--- src/rtl/drm_meter_pkg.sv ---
// Shared types and constants for the DRM metering gate and its activation-code comparator.
// Pure declarations: no logic, no latency, no flow control.
package drm_meter_pkg;

    typedef enum logic [1:0] {
        ST_IDLE = 2'd0,
        ST_EMIT = 2'd1,
        ST_GAP  = 2'd2
    } meter_state_e;

    localparam logic [127:0] DEF_EXP_ACT_CODE = 128'h8D7471B1462EF2B0159661F6A532861B;

    localparam int EVT_TOTAL_W = 32;
    localparam int EVT_DROP_W  = 16;
    localparam int LANE_W      = 32;
    localparam int N_LANES     = 128 / LANE_W;

    // Saturating increment for the dropped-event statistic.
    function automatic logic [EVT_DROP_W-1:0] sat_inc_drop(input logic [EVT_DROP_W-1:0] v);
        return (&v) ? v : v + EVT_DROP_W'(1);
    endfunction

endpackage

--- src/rtl/act_code_cmp.sv ---
// Two-stage activation-code comparator: per-lane equality, then AND-reduce.
// Latency 2 cycles from activation_code to activated; no backpressure.
module act_code_cmp
    import drm_meter_pkg::*;
#(
    parameter logic [127:0] EXP_ACT_CODE = DEF_EXP_ACT_CODE
) (
    input  logic         clk,
    input  logic         areset,
    input  logic [127:0] activation_code,
    output logic         activated
);

    logic [N_LANES-1:0] lane_eq_d;
    logic [N_LANES-1:0] lane_eq_q;
    logic               activated_q;

    // Lanes are split so the 128-bit compare never sits in one timing path.
    always_comb begin
        lane_eq_d = '0;
        for (int i = 0; i < N_LANES; i++) begin
            lane_eq_d[i] = (activation_code[i*LANE_W +: LANE_W] == EXP_ACT_CODE[i*LANE_W +: LANE_W]);
        end
    end

    always_ff @(posedge clk) begin
        if (areset) begin
            lane_eq_q   <= '0;
            activated_q <= 1'b0;
        end else begin
            lane_eq_q   <= lane_eq_d;
            activated_q <= &lane_eq_q;
        end
    end

    assign activated = activated_q;

endmodule

--- src/rtl/drm_metering_gate.sv ---
// Gates billable events on activation, buffers them, and replays them as spaced pulses.
// First pulse 2 cycles after an accepted event; pulses at least MIN_GAP+2 apart; overflow is counted, never stalls.
module drm_metering_gate
    import drm_meter_pkg::*;
#(
    parameter logic [127:0] EXP_ACT_CODE = DEF_EXP_ACT_CODE,
    parameter int           PEND_W       = 8,
    parameter int           MIN_GAP      = 4
) (
    input  logic                   clk,
    input  logic                   areset,
    input  logic [127:0]           activation_code,
    input  logic                   evt_in,
    input  logic                   clr_counters,
    output logic                   metering_event,
    output logic                   activated,
    output logic [PEND_W-1:0]      pending,
    output logic [EVT_TOTAL_W-1:0] evt_total,
    output logic [EVT_DROP_W-1:0]  evt_dropped
);

    localparam logic [7:0] GAP_RELOAD = 8'(MIN_GAP - 1);

    meter_state_e           state_q;
    logic [7:0]             gap_q;
    logic                   met_q;

    logic [PEND_W-1:0]      pend_q,  pend_d;
    logic [EVT_TOTAL_W-1:0] total_q, total_d;
    logic [EVT_DROP_W-1:0]  drop_q,  drop_d;

    logic                   inc;
    logic                   dec;
    logic                   pend_full;
    logic                   drop_evt;

    act_code_cmp #(
        .EXP_ACT_CODE (EXP_ACT_CODE)
    ) u_cmp (
        .clk             (clk),
        .areset          (areset),
        .activation_code (activation_code),
        .activated       (activated)
    );

    assign inc       = evt_in & activated;
    assign dec       = (state_q == ST_EMIT);
    assign pend_full = &pend_q;
    // A simultaneous dec frees a slot, so a full counter does not drop in that cycle.
    assign drop_evt  = inc & ~dec & pend_full;

    always_comb begin
        pend_d = pend_q;
        unique case ({inc, dec})
            2'b10:   pend_d = pend_full ? pend_q : pend_q + PEND_W'(1);
            2'b01:   pend_d = (pend_q != '0) ? pend_q - PEND_W'(1) : pend_q;
            default: pend_d = pend_q;
        endcase
    end

    always_comb begin
        total_d = total_q;
        drop_d  = drop_q;
        if (clr_counters) begin
            total_d = '0;
            drop_d  = '0;
        end else begin
            if (dec) begin
                total_d = total_q + EVT_TOTAL_W'(1);
            end
            if (drop_evt) begin
                drop_d = sat_inc_drop(drop_q);
            end
        end
    end

    always_ff @(posedge clk) begin
        if (areset) begin
            pend_q  <= '0;
            total_q <= '0;
            drop_q  <= '0;
        end else begin
            pend_q  <= pend_d;
            total_q <= total_d;
            drop_q  <= drop_d;
        end
    end

    // Pulse scheduler; met_q is set on entry to EMIT so the pulse lines up with that state.
    always_ff @(posedge clk) begin
        if (areset) begin
            state_q <= ST_IDLE;
            gap_q   <= '0;
            met_q   <= 1'b0;
        end else begin
            unique case (state_q)
                ST_IDLE: begin
                    if (pend_q != '0) begin
                        state_q <= ST_EMIT;
                        met_q   <= 1'b1;
                    end
                end
                ST_EMIT: begin
                    met_q   <= 1'b0;
                    gap_q   <= GAP_RELOAD;
                    state_q <= ST_GAP;
                end
                ST_GAP: begin
                    if (gap_q == '0) begin
                        state_q <= ST_IDLE;
                    end else begin
                        gap_q <= gap_q - 8'd1;
                    end
                end
                default: begin
                    state_q <= ST_IDLE;
                    met_q   <= 1'b0;
                end
            endcase
        end
    end

    assign metering_event = met_q;
    assign pending        = pend_q;
    assign evt_total      = total_q;
    assign evt_dropped    = drop_q;

endmodule

--- config.mk ---
export PLATFORM = sky130hd
export DESIGN_NAME = drm_metering_gate
export DESIGN_NICKNAME = d
export VERILOG_FILES = /design/src/rtl/drm_meter_pkg.sv /design/src/rtl/act_code_cmp.sv /design/src/rtl/drm_metering_gate.sv
export SDC_FILE = /design/constraint.sdc
export NUM_CORES = 1
export LEC_CHECK = 0
export BUFFER_PORTS_ARGS = -buffer_cell sky130_fd_sc_hd__clkbuf_2
export CORE_ASPECT_RATIO = 1.1
export CORE_MARGIN = 5
export CORE_UTILIZATION = 47
export CTS_CLUSTER_SIZE = 10
export DETAILED_ROUTE_END_ITERATION = 7
export GPL_ROUTABILITY_DRIVEN = 1
export GPL_TIMING_DRIVEN = 0
export PLACE_DENSITY = 0.81
export SYNTH_ARGS = -nofsm -noshare
export SYNTH_HDL_FRONTEND = slang
export SYNTH_SLANG_ARGS = --single-unit
--- constraint.sdc ---
create_clock -name clk -period 3.9 [get_ports clk]
set_clock_uncertainty 0.15 [all_clocks]
set_input_delay 0.78 -clock clk [delete_from_list [all_inputs] [get_ports clk]]
set_output_delay 0.78 -clock clk [all_outputs]
set_load 0.05 [all_outputs]
==> results.cfg <==
[placement]
numPortBuffers = 188
gp_congestion = 0.924
dp_hpwl_mm = 9.71
post_dp_cell_area_mm2 = 0.00507
pre_cts_ws_ps = 194

[clock_network]
clock_sinks = 72
cts_max_path_buffers = 2
clk_pin_slew_worst_paths_ps = 80
cts_buffers = 9
cts_tree = yes
cts_resized = 0
insertion_delay_ps = 340
cts_root_buf = clkbuf_8
h-tree-depth = 3

[detailed_routing]
wire_per_inst_um = 15.2
drt-initial-drc-count = 209
dr.pass1.iters = 5
route.vias.total = 4449
vias_per_cell = 5.55
antenna_left = 0
totalWireLength_mm = 12.2
drc = 0

[logic_synthesis]
synthCells = 487
synth_top_area_share_pct = 36.1
synth.top_cells.by_area = dfxtp_1 (36%), xnor2_1 (5.9%), nor2_1 (5.8%)
async_flop_share_pct = 0
synth_nets = 627
synthSimpleGateAreaFrac_pct = 34.6
synth_edf_count = 0
yosys.area.top_type = dfxtp_1
synth-compound-area-share_pct = 12.8
synth_cell_types = 57
synth_top_flop_cell = dfxtp_1
synth_adder_area_share_pct = 2.51
seq_area_frac_synth_pct = 36.1
yosys_register_bits = 72
yosysWarnings = 0
synth_top_family_by_area = simple AND/OR/NAND/NOR gates
synth_mux_area_share_pct = 0.815
synth-xor-area-share_pct = 8.33
synth_area_per_cell_um2 = 8.20
netlist_area_mm2 = 0.00399

[final_layout]
most-common-layout-cells = clkbuf_2 (189), dfxtp_1 (72), nor2_1 (62), nand2_1 (29), a21oi_1 (29)
area_growth_pct = 33.3
drive_gt1_share_pct = 32.3
fin_nets = 825
final_common_cell = clkbuf_2
final_cell_area_mm2 = 0.00533
n_fill_cell = 734

[run_status]
status = completed

[sta]
tightest_slew_ps = 760
period_needed_ps = 3440
fmax_mhz = 291
fin_crit_sh_pct = 88.1
hold_viol_final = 0
finalSetupTns_ps = 0
slew_viol_final = 0
final_critical_path_setup_slack_ps = 463
setup_violations = 0
rsz0062_at_grt = no
max_slew_margin_pct = 48.7

[setup_path]
cp.arrival_ps = 3520
critPathRequiredTime_ps = 3990
worst-path-max-fanout = 18
start_kind = register
crit_type = reg2reg
endpoint_kind = register

[power]
total_power_mw = 1.84
p_leak_nw = 2.18
p_per_area_mw_per_mm2 = 345
peakVddDrop_mv = 0.191

[global_route]
grt_usage_pct = 22.9
grt_pass1_vias = 4412
antenna_found_initial = 0
grt_pass1_wl_mm = 20.1
grt_max_degree = 14
grt-ovfl-total = 0

[floorplan]
core_mm2 = 0.00832
die_h_um = 107
die_w_um = 97.9
rows = 35
die_area_mm2 = 0.0104
ios = 190
initial_core_util_pct = 48.0

[flow_run]
drv_cap = 0

[hold_path]
hp-class = reg2reg
## cell type report
class	count	area (um^2)	share of cell area, %
diodes	1	2.50	0.0470
plain buffers	27	119	2.23
clock buffers	10	138	2.58
clock inverters	6	115	2.16
inverters	18	67.6	1.27
multi-input cells	369	2360	44.4
flip-flops and latches	72	1440	27.1
well taps	111	139	2.61
repair buffers	188	941	17.7
## worst paths after layout
kind / startpoint / to / slack, ps / cells after the start
setup reg to reg: state_q[0] / pending[6] / 460 / 12
hold reg to reg: u_cmp.lane_eq_q[1] / u_cmp.activated / 280 / 2
setup / recovery: state_q[0] / pending[6] / 460 / 12
hold / removal: u_cmp.lane_eq_q[1] / u_cmp.activated / 280 / 2
## worst max-delay path: stages (launching register included)
cell,delay [ps]
dfxtp_1,370
nor2b_1,130
buf_2,310
ha_1,200
clkbuf_1,320
buf_1,410
xor2_1,130
ha_1,250
nor3b_1,150
o21ai_0,230
o2111ai_1,150
a21oi_1,180
mux2_2,340
## per-layer routing
metal	up-vias	share of wire (%)	wire length, um	GRT usage (%)
met2	208	48	5870	40.1
met1	2038	40	4940	28.0
met4	0	1.6	200	5.93
li1	2182	-	-	-
met3	21	9.9	1210	5.92
met5	-	0	0	0
## logic make-up (layout without fill, tap and decap cells)
logic type | Yosys count | in the layout
DFF | 72 | 72
adders and majority gates | 8 | 8
buffers and inverters | 46 | 249
xor gates and xnor gates | 38 | 38
muxes | 3 | 3
and+or+nand+nor | 240 | 240
AOI/OAI and AO/OA | 80 | 80
other | 0 | 1
## state kept, by name, indices dropped and copies added (netlist names)
register and cells:
evt_total 32, u_cmp.activated 1, metering_event 1, gap_q 8
u_cmp.lane_eq_q 4, pending 8, state_q 2, evt_dropped 16
## Yosys cell counts, types with 2 or more instances
cell / n
nor4_1: 15
a21oi_1: 29
a32oi_1: 2
and4b_1: 2
nor4bb_1: 13
nand2_1: 29
or2_2: 2
buf_2: 4
nor4b_1: 11
a31o_2: 2
a41o_1: 2
mux2_2: 2
inv_1: 18
nor2_1: 62
and4_1: 4
and2_1: 2
xor2_1: 11
xnor2_1: 27
o21ai_0: 19
or3_1: 16
nand3b_1: 2
a211oi_1: 7
o31ai_1: 2
nor2b_1: 4
nor3_1: 19
o211ai_1: 3
a41oi_1: 2
and3_1: 7
a22oi_1: 2
nand4b_1: 3
dfxtp_1: 72
buf_1: 3
or4_1: 4
nand2b_1: 3
clkbuf_1: 18
o41ai_1: 2
nor3b_1: 2
nand4_1: 17
nand3_1: 18
ha_1: 8
## report_power, final
| part | total, mW | switching [mW] | internal (mW) | leakage (nW) |
|---|---|---|---|---|
| Sequential | 0.781 | 0.0266 | 0.755 | 0.580 |
| Combinational | 0.310 | 0.182 | 0.128 | 1.47 |
| Clock | 0.744 | 0.298 | 0.446 | 0.123 |
| Total | 1.84 | 0.507 | 1.33 | 2.18 |
## stage by stage
stage               hold slack (ps)  std cells  util [%]
floorplan                       260        487         -
global placement                272        786      61.0
detailed placement              278        786      61.0
CTS                             290        802      64.0
global route                    309        801      64.0
finish                          282        802      64.0
## timing repair
| item | in CTS | in global routing |
|---|---|---|
| hold buffers | 0 | 0 |
| buffers inserted | 0 | 0 |
| setup endpoints to repair | 0 | 2 |
Note: power is estimated with default switching activity, not from simulation.
